**src/rtl/shuffle_idx_gen_pkg.sv**
```systemverilog
// rtl/shuffle_idx_gen_pkg.sv - shared types and bit-reverse helper for the FFT reorder table
//
// Purpose : FSM state type for the reorder-table fill, and a bit-reverse
//           function sized for the widest supported index (also used by the
//           FFT reorder buffer).
// Contents: BITREV_MAX_W - widest index the helper handles
//           fill_state_e - FILL / DONE
//           bitrev()     - reverse the low 'width' bits of 'val', upper bits 0

package shuffle_idx_gen_pkg;

   localparam int BITREV_MAX_W = 10;

   typedef enum logic {
      FILL = 1'b0,
      DONE = 1'b1
   } fill_state_e;

   // out[k] = in[width-1-k] for k < width; bits at and above 'width' are 0.
   function automatic logic [BITREV_MAX_W-1:0] bitrev(
      input logic [BITREV_MAX_W-1:0] val,
      input int unsigned             width
   );
      logic [BITREV_MAX_W-1:0] res;
      res = '0;
      for (int k = 0; k < BITREV_MAX_W; k++) begin
         if (k < int'(width)) begin
            res[k] = val[int'(width) - 1 - k];
         end
      end
      return res;
   endfunction

endpackage

```
**src/rtl/shuffle_idx_gen_bitrev.sv**
```systemverilog
// rtl/shuffle_idx_gen_bitrev.sv - combinational W-bit bit-reversal leaf
//
// Purpose : dout[k] = din[W-1-k]. Pure wiring, shared by the table write
//           path and the lookup path so both use the same mapping.
// Ports   : din  in  W  index to reverse
//           dout out W  bit-reversed index

module shuffle_idx_gen_bitrev #(
   parameter int W = 4
) (
   input  logic [W-1:0] din,
   output logic [W-1:0] dout
);

   for (genvar k = 0; k < W; k++) begin : g_rev
      assign dout[k] = din[W-1-k];
   end

endmodule

```
**src/rtl/shuffle_idx_gen.sv**
```systemverilog
// rtl/shuffle_idx_gen.sv - radix-2 SDF FFT bit-reversed reorder table generator
//
// Purpose : After reset (or a regen pulse) fills a 2^N-entry table, one entry
//           per clock, with entry[i] = bitrev(i); then holds it. A separate
//           registered lookup port returns bitrev(lk_addr) one cycle later,
//           computed directly so it is usable before the table is complete.
// Params  : N  index width, legal range 1..10; table depth is 2^N.
// Ports   : clk          in   1        rising-edge clock
//           rst_n        in   1        asynchronous active-low reset
//           regen        in   1        one-cycle pulse: clear table, restart fill
//           shuffle_idx  out  N*2^N    flat table, entry i at [i*N +: N]
//           done         out  1        every entry written
//           lk_addr      in   N        lookup address
//           lk_data      out  N        registered bitrev(lk_addr)

module shuffle_idx_gen
   import shuffle_idx_gen_pkg::*;
#(
   parameter int N = 4
) (
   input  logic                  clk,
   input  logic                  rst_n,
   input  logic                  regen,
   output logic [N*(2**N)-1:0]   shuffle_idx,
   output logic                  done,
   input  logic [N-1:0]          lk_addr,
   output logic [N-1:0]          lk_data
);

   localparam int             DEPTH    = 2**N;
   localparam logic [N-1:0]   LAST_IDX = N'(DEPTH - 1);

   fill_state_e   state_q, state_d;
   logic [N-1:0]  cnt_q, cnt_d;
   logic          done_q, done_d;
   logic [N-1:0]  table_q [DEPTH];
   logic [N-1:0]  table_d [DEPTH];
   logic [N-1:0]  lk_data_q, lk_data_d;

   logic [N-1:0]  wr_rev;
   logic [N-1:0]  lk_rev;

   shuffle_idx_gen_bitrev #(.W(N)) u_wr_rev (
      .din  (cnt_q),
      .dout (wr_rev)
   );

   shuffle_idx_gen_bitrev #(.W(N)) u_lk_rev (
      .din  (lk_addr),
      .dout (lk_rev)
   );

   // Next-state: regen overrides everything, including the write for this edge.
   always_comb begin
      state_d   = state_q;
      cnt_d     = cnt_q;
      done_d    = done_q;
      table_d   = table_q;
      lk_data_d = lk_rev;

      if (regen) begin
         state_d = FILL;
         cnt_d   = '0;
         done_d  = 1'b0;
         for (int i = 0; i < DEPTH; i++) begin
            table_d[i] = '0;
         end
      end else begin
         case (state_q)
            FILL: begin
               table_d[cnt_q] = wr_rev;
               if (cnt_q == LAST_IDX) begin
                  // Counter is left at the last index rather than wrapping to 0.
                  state_d = DONE;
                  done_d  = 1'b1;
               end else begin
                  cnt_d = cnt_q + N'(1);
               end
            end
            DONE: begin
            end
            default: begin
               state_d = FILL;
            end
         endcase
      end
   end

   always_ff @(posedge clk or negedge rst_n) begin
      if (!rst_n) begin
         state_q   <= FILL;
         cnt_q     <= '0;
         done_q    <= 1'b0;
         lk_data_q <= '0;
         for (int i = 0; i < DEPTH; i++) begin
            table_q[i] <= '0;
         end
      end else begin
         state_q   <= state_d;
         cnt_q     <= cnt_d;
         done_q    <= done_d;
         lk_data_q <= lk_data_d;
         for (int i = 0; i < DEPTH; i++) begin
            table_q[i] <= table_d[i];
         end
      end
   end

   always_comb begin
      shuffle_idx = '0;
      for (int i = 0; i < DEPTH; i++) begin
         shuffle_idx[i*N +: N] = table_q[i];
      end
   end

   assign done    = done_q;
   assign lk_data = lk_data_q;

endmodule

```
**config.mk**
```make
export PLATFORM = sky130hd
export DESIGN_NAME = shuffle_idx_gen
export DESIGN_NICKNAME = d
export VERILOG_FILES = /design/src/rtl/shuffle_idx_gen_pkg.sv /design/src/rtl/shuffle_idx_gen_bitrev.sv /design/src/rtl/shuffle_idx_gen.sv
export SDC_FILE = /design/constraint.sdc
export NUM_CORES = 1
export LEC_CHECK = 0
export BUFFER_PORTS_ARGS = -buffer_cell sky130_fd_sc_hd__buf_2
export CAP_MARGIN = 25
export CORE_MARGIN = 2
export CORE_UTILIZATION = 40
export CTS_CLUSTER_DIAMETER = 100
export DETAILED_ROUTE_END_ITERATION = 10
export MAX_ROUTING_LAYER = met4
export PLACE_DENSITY = 0.7
export SLEW_MARGIN = 10
export SYNTH_ARGS = -nofsm -noshare
export SYNTH_HDL_FRONTEND = slang
export SYNTH_SLANG_ARGS = --single-unit
export TNS_END_PERCENT = 30
```
**constraint.sdc**
```tcl
create_clock -name clk -period 2.31 [get_ports clk]
set_input_delay 0.231 -clock clk [delete_from_list [all_inputs] [get_ports clk]]
set_output_delay 0.231 -clock clk [all_outputs]
set_load 0.005 [all_outputs]
```
# ---- Word-level counts from Yosys, hierarchy flattened
# Index checks and enable logic that the tools add are counted.
dict set report classes {
  n_addsub 1
  n_lt_le_gt_ge 2
  n_eq_ne 3
  mux 14
  bitwise_logic 1
  reduce_logical 4
}
# cell n
set ops {}
lappend ops {{$mux 64} 2}
lappend ops {{$bwmux 64} 1}
lappend ops {{$demux 4 s4} 1}
lappend ops {{$mux 4} 4}
lappend ops {{$mux 1} 6}
lappend ops {{$ge 5x5->1 const B} 1}
lappend ops {{$lt 5x1->1 const B} 1}
lappend ops {{$not 4->5} 1}
lappend ops {{$add 4x1->4 const B} 1}
lappend ops {{$eq 4x4->1 const B} 1}
lappend ops {{$ne 2x2->1 const B} 2}
lappend ops {{$reduce_and 2->1} 2}
lappend ops {{$reduce_bool 2->1} 1}
lappend ops {{$logic_and 1x1->1} 1}
dict set report word_totals {
  ff_bits 74
  inputBits 7
  output_inout_bits 69
  wordCells 45
}

# ---- Depth between registers and ports, before layout
dict set report logic_depth {
  ltp_word 8
  depth_mapped 7
  ltp_nobuf 5
}

# ---- Modules after synthesis
# Synthesis repeated with hierarchy kept, for this count alone.
dict set report unflattened {
  hier_cells 272
  area_unflattened_um2 3286.9
}
# mod n_inst cells_each area_per_inst_um2 seq_area_each_um2
set modules_own_cells {}
lappend modules_own_cells {shuffle_idx_gen 1 264 3226.8 1851.8}
lappend modules_own_cells {shuffle_idx_gen_bitrev 2 4 30.0 0.0}

# ---- Worst setup path after synthesis
# Ideal clock, no wire load.
dict set report synth_timing {
  path_kind {reg-to-reg}
  start {reg cnt_q[0]}
  end {reg table_q (netlist bit shuffle_idx[27])}
  setup_ns 0.132
  arrival_ns 1.704
  t_required_ns 2.178
  slack_ns 0.474
  stages_incl_launch_ff 8
  n_path_buf 2
  period_less_slack_ns 1.836
  cell_sequence {dfrtp_1 -> clkbuf_1 -> buf_1 -> inv_1 -> ha_1 -> and4bb_2 -> mux2i_1 -> nor2_1}
}
dict set report synth_between {
  elab_chain_cells 8
  word_cells_on_any_way 9
  classes_between {2 x order compare; 5 x mux; 1 x bitwise; 1 x reduce/logical}
}
# element line
set synth_rtl {}
lappend synth_rtl {{start, declared} shuffle_idx_gen.sv:34} ;# logic [N-1:0] cnt_q, cnt_d;
lappend synth_rtl {{start signal, assigned} shuffle_idx_gen.sv:100} ;# cnt_q <= cnt_d;
lappend synth_rtl {{$not 4->5 (not written as such)} shuffle_idx_gen.sv:71} ;# table_d[cnt_q] = wr_rev;
lappend synth_rtl {{$ge 5x5->1 (not written as such) or $lt 5x1->1 (tied branches)} shuffle_idx_gen.sv:71}
lappend synth_rtl {{$logic_and 1x1->1 (not written as such)} shuffle_idx_gen.sv:71}
lappend synth_rtl {{$mux 4 (not written as such)} shuffle_idx_gen.sv:71}
lappend synth_rtl {{$demux 4 s4} shuffle_idx_gen.sv:71}
lappend synth_rtl {{$bwmux 64 *} shuffle_idx_gen.sv:71}
lappend synth_rtl {{$mux 64 *} shuffle_idx_gen.sv:69} ;# case (state_q)
lappend synth_rtl {{$mux 64 *} shuffle_idx_gen.sv:61} ;# if (regen) begin
lappend synth_rtl {{end signal, assigned by index} shuffle_idx_gen.sv:104} ;# table_q[i] <= table_d[i];
lappend synth_rtl {{end, declared} shuffle_idx_gen.sv:36} ;# logic [N-1:0] table_q [DEPTH];
# Every way passes the cells marked *; elsewhere a longest branch is shown, timed or not. The select of a mux whose other input is x is not followed.
# A chain may end at the register's enable or synchronous reset.

# ---- Worst setup path in the final report
dict set report layout_timing {
  start {reg cnt_q[3]}
  end {reg cnt_q[3]}
}
dict set report layout_between {
  elab_chain_cells 4
  word_cells_on_any_way 7
  classes_between {1 x add/sub; 2 x eq/ne; 3 x mux; 1 x reduce/logical}
}
# element line
set layout_rtl {}
lappend layout_rtl {{$add 4x1->4} shuffle_idx_gen.sv:77} ;# cnt_d = cnt_q + N'(1);
lappend layout_rtl {{$mux 4} shuffle_idx_gen.sv:72} ;# if (cnt_q == LAST_IDX) begin
lappend layout_rtl {{$mux 4} shuffle_idx_gen.sv:69}
lappend layout_rtl {{$mux 4} shuffle_idx_gen.sv:61}
# Several ways; a longest one is shown, not always the timed one. The select of a mux whose other input is x is not followed.

==> reports/summary.md <==
The flow ran to the end, and the final reports show no timing, DRC or antenna violations. By area the synthesized netlist is led by dfrtp_1, mux2i_1, nor2_1, nor4b_4, and4bb_2. The final critical-path share of the clock period is 75.9%, and the aggregate routed wire length is 6.06 mm. The worst setup skew after layout was 0.0109 ns.

In the final layout, the share of cells above drive strength 1 is 32.1%. In the routed design, unresolved DRC markers number 0. Static timing analysis puts the maximum clock frequency at 570 MHz.

Counting distinct cell types in the post-synthesis netlist gives 24. Synthesis handed over a netlist of 255 instances. The worst path needs 1.75 ns of the cycle, external delays included.

The maximum fanout along the worst path is 22, and the number of setup violations in the final report is 0. For the required time at the worst-slack endpoint, the log shows 2.54 ns. The area added between synthesis and finish was 23.0%.

The clock drives 74 sinks. The average cell area after synthesis was 11.9 µm². Across all hold checks on the routed design, the worst slack comes to 0.00221 ns. Counting flops with an async set or reset pin after synthesis yields a share of 100%. In this run the tool buffered the top-level ports with 75 buffer cells. The placed instances occupy a cell area of 3480 µm². In the final timing run, aggregate negative setup slack is 0 ns. The height of the chip was 91.0 µm. Max-cap violations in this run came to 0.

The logs give 0 for the number of antenna violations at the first check in global routing and 8280 µm² for the area of the die. During synthesis, Yosys emitted a total of 0 warnings. The net count of the finished layout is 342.

The power per standard cell area was 673 nW/µm²; the static leakage power was 1.91 nW. The number of DRC markers after the initial detailed-route iteration was 144. For the hold violation total from the final report, the log shows 0. Clock tree synthesis selected as its root buffer the cell clkbuf_8. The core region is 7290 µm². The width of the die is 91.0 µm. 76 I/O pins were placed. Among cell families on the critical path, the largest total delay comes from flip-flops. For the worst setup path, the data arrival time is 1.98 ns. The logs give 3 for the CTS H-tree depth and 16.2% for the global-route usage over all layers. Counting instances in the post-synthesis netlist gives the leading cell types as dfrtp_1, nor2_1, mux2i_1. For the post-route total power, the log shows 2.50 mW. Clock-pin slew was measured on the worst setup and hold paths at 0.08 ns. The class of the tightest hold or removal check was input port to asynchronous set/reset pin.

IR analysis of the VDD net gives a maximum drop of 0.311 mV. For the total number of vias, the log shows 2,071. For the number of global-route vias before repair, the log shows 2,004. Summed over all layers, the global routing overflow is 0. The setup check on the worst reg-to-reg path leaves a slack of 0.56 ns. The run gives 0.751 as the final estimated routing congestion in global placement.

After legalization and detailed placement, the total HPWL measured 4.03 mm. The detailed-route vias per instance is 4.76. TritonCTS built the clock tree. Starting density of the core: 41.5%. Global-route wire length before repair: 10.2 mm. The worst setup path is captured at a flip-flop.

Sequential elements use 61.2% of the synthesized area. In the final routed layout, each cell accounts on average for 13.9 µm. The post-route core utilization came out at 51.1%.

The setup path with the least slack is of type flip-flop to flip-flop. The count of buffering cells on the critical path with inverters included is 0. The worst setup path is launched from a flip-flop.

Post-cts resize count: 0. Of all cell types, the one taking the most synthesized area is dfrtp_1. The max-slew violation count is 0.

The run gives 3030 µm² as the post-synth design cell area. The prevailing post-synth register cell is dfrtp_1. The first-pass detailed-route iteration total is 4. After routing the design area is 3720 µm². The number of nets handed over by synthesis was 266.

Entering global routing, the biggest net connects 75 pins. Traced cell by cell, the critical path runs through a31oi_2 > nand4_1 > mux2_1. The run gives 40.4% as the worst-case headroom to the max-slew limit.

Setup repair after global routing left no endpoint under its margin. In this run, synthesis produced a sequential element count of 74. The run gives 31 as the row count. Counting along the longest clock path gives a buffer depth of 2.

At the pin with the least slew margin, the transition time is 0.894 ns. The fraction of synthesized cell area taken by the top area cell type works out to 61.2%. On the critical path, the stage with the largest delay is an instance of dfrtp_1. The highest cell delay on the worst timing path came out at 0.87 ns. The number of enable-type register cells in the synthesized netlist was 0; the clock latency reported for the late side of the worst-skew pair was 0.34 ns.

The number of clock buffers added by TritonCTS is 9. The number of antenna diodes in the final layout is 0. Among all cell types in the netlist, the one instantiated most often is dfrtp_1. The run gives 0 as the number of routed nets with antenna violations.
==> metrics by stage <==
| stage | setup slack (ns) | instances |
|---|---|---|
| after floorplan | 0.474 | 255 |
| after global placement | 0.659 | 415 |
| after global routing | 0.440 | 435 |
| after detailed placement | 0.595 | 415 |
| after CTS | 0.575 | 435 |
| final | 0.557 | 435 |
==> registers in the layout, indices dropped and copies added (netlist names) <==
register,flops
shuffle_idx,64
lk_data,4
state_q,1
done,1
cnt_q,4
==> cells by family (layout without fill, tap and decap cells) <==
logic type / Yosys count / after routing / synth area share (%)
xor gates and xnor gates: 1 / 1 / 0.289
buffers and inverters: 22 / 103 / 3.22
and+or+nand+nor: 118 / 118 / 22.8
muxes: 28 / 28 / 9.30
adders and majority gates: 4 / 4 / 1.65
DFF: 74 / 74 / 61.2
AOI/OAI and AO/OA: 8 / 8 / 1.57
==> where the power goes <==
group	switching (mW)	total, mW	internal [mW]
Clock	0.476	1.00	0.528
Combinational	0.102	0.167	0.0651
Sequential	0.0216	1.33	1.31
Total	0.600	2.50	1.90
==> repair_timing <==
| action | CTS | global route |
|---|---|---|
| hold buffers | 4 | 0 |
| endpoints found under the hold margin | 4 | 0 |
| setup endpoints to repair | 0 | 0 |
| buffers inserted | 0 | 0 |
==> metal layers <==
metal	up-vias	global-route usage, %	routed length [µm]
met3	4	6.39	382
met1	1012	22.1	2900
met5	-	-	0
li1	995	-	-
met4	0	4.92	68
met2	60	22.2	2710
==> layout make-up <==
cell class                      count  area, µm²
Fill cell                         689       3570
Sequential cell                    74       1850
Multi-Input combinational cell    159       1080
Timing Repair Buffer               84        455
Clock buffer                       10        138
Tap cell                           99        124
Clock inverter                      6       66.3
Inverter                            3       11.3
==> worst register-to-register path, delay by kind of cell, from the launching register on <==
family | cells | cell delay [ns]
simple gates | 1 | 0.17
mux | 1 | 0.33
compound gates | 1 | 0.28
flops | 1 | 0.87
==> layout by cell type (no fill, tap or decap), types with 6 or more instances in the layout <==
cell / count
nand2_1: 12
dfrtp_1: 74
a21oi_1: 7
buf_4: 6
and2_1: 8
and4bb_2: 7
nor2_1: 68
nor3b_1: 8
buf_2: 74
clkbuf_8: 10
mux2i_1: 27
==> final timing paths <==
| kind | from | endpoint | cells after the start |
|---|---|---|---|
| setup / recovery | cnt_q[3]$_DFFE_PN0P_ | cnt_q[3]$_DFFE_PN0P_ | 3 |
| hold / removal | rst_n | shuffle_idx[35]$_DFFE_PN0P_ | 1 |
| setup reg to reg | cnt_q[3]$_DFFE_PN0P_ | cnt_q[3]$_DFFE_PN0P_ | 3 |
| hold reg to reg | shuffle_idx[1]$_DFFE_PN0P_ | shuffle_idx[1]$_DFFE_PN0P_ | 1 |
| max in group asynchronous | rst_n | shuffle_idx[12]$_DFFE_PN0P_ | 1 |
| min in group clk | regen | shuffle_idx[2]$_DFFE_PN0P_ | 2 |
(Power assumes the default switching activity.)
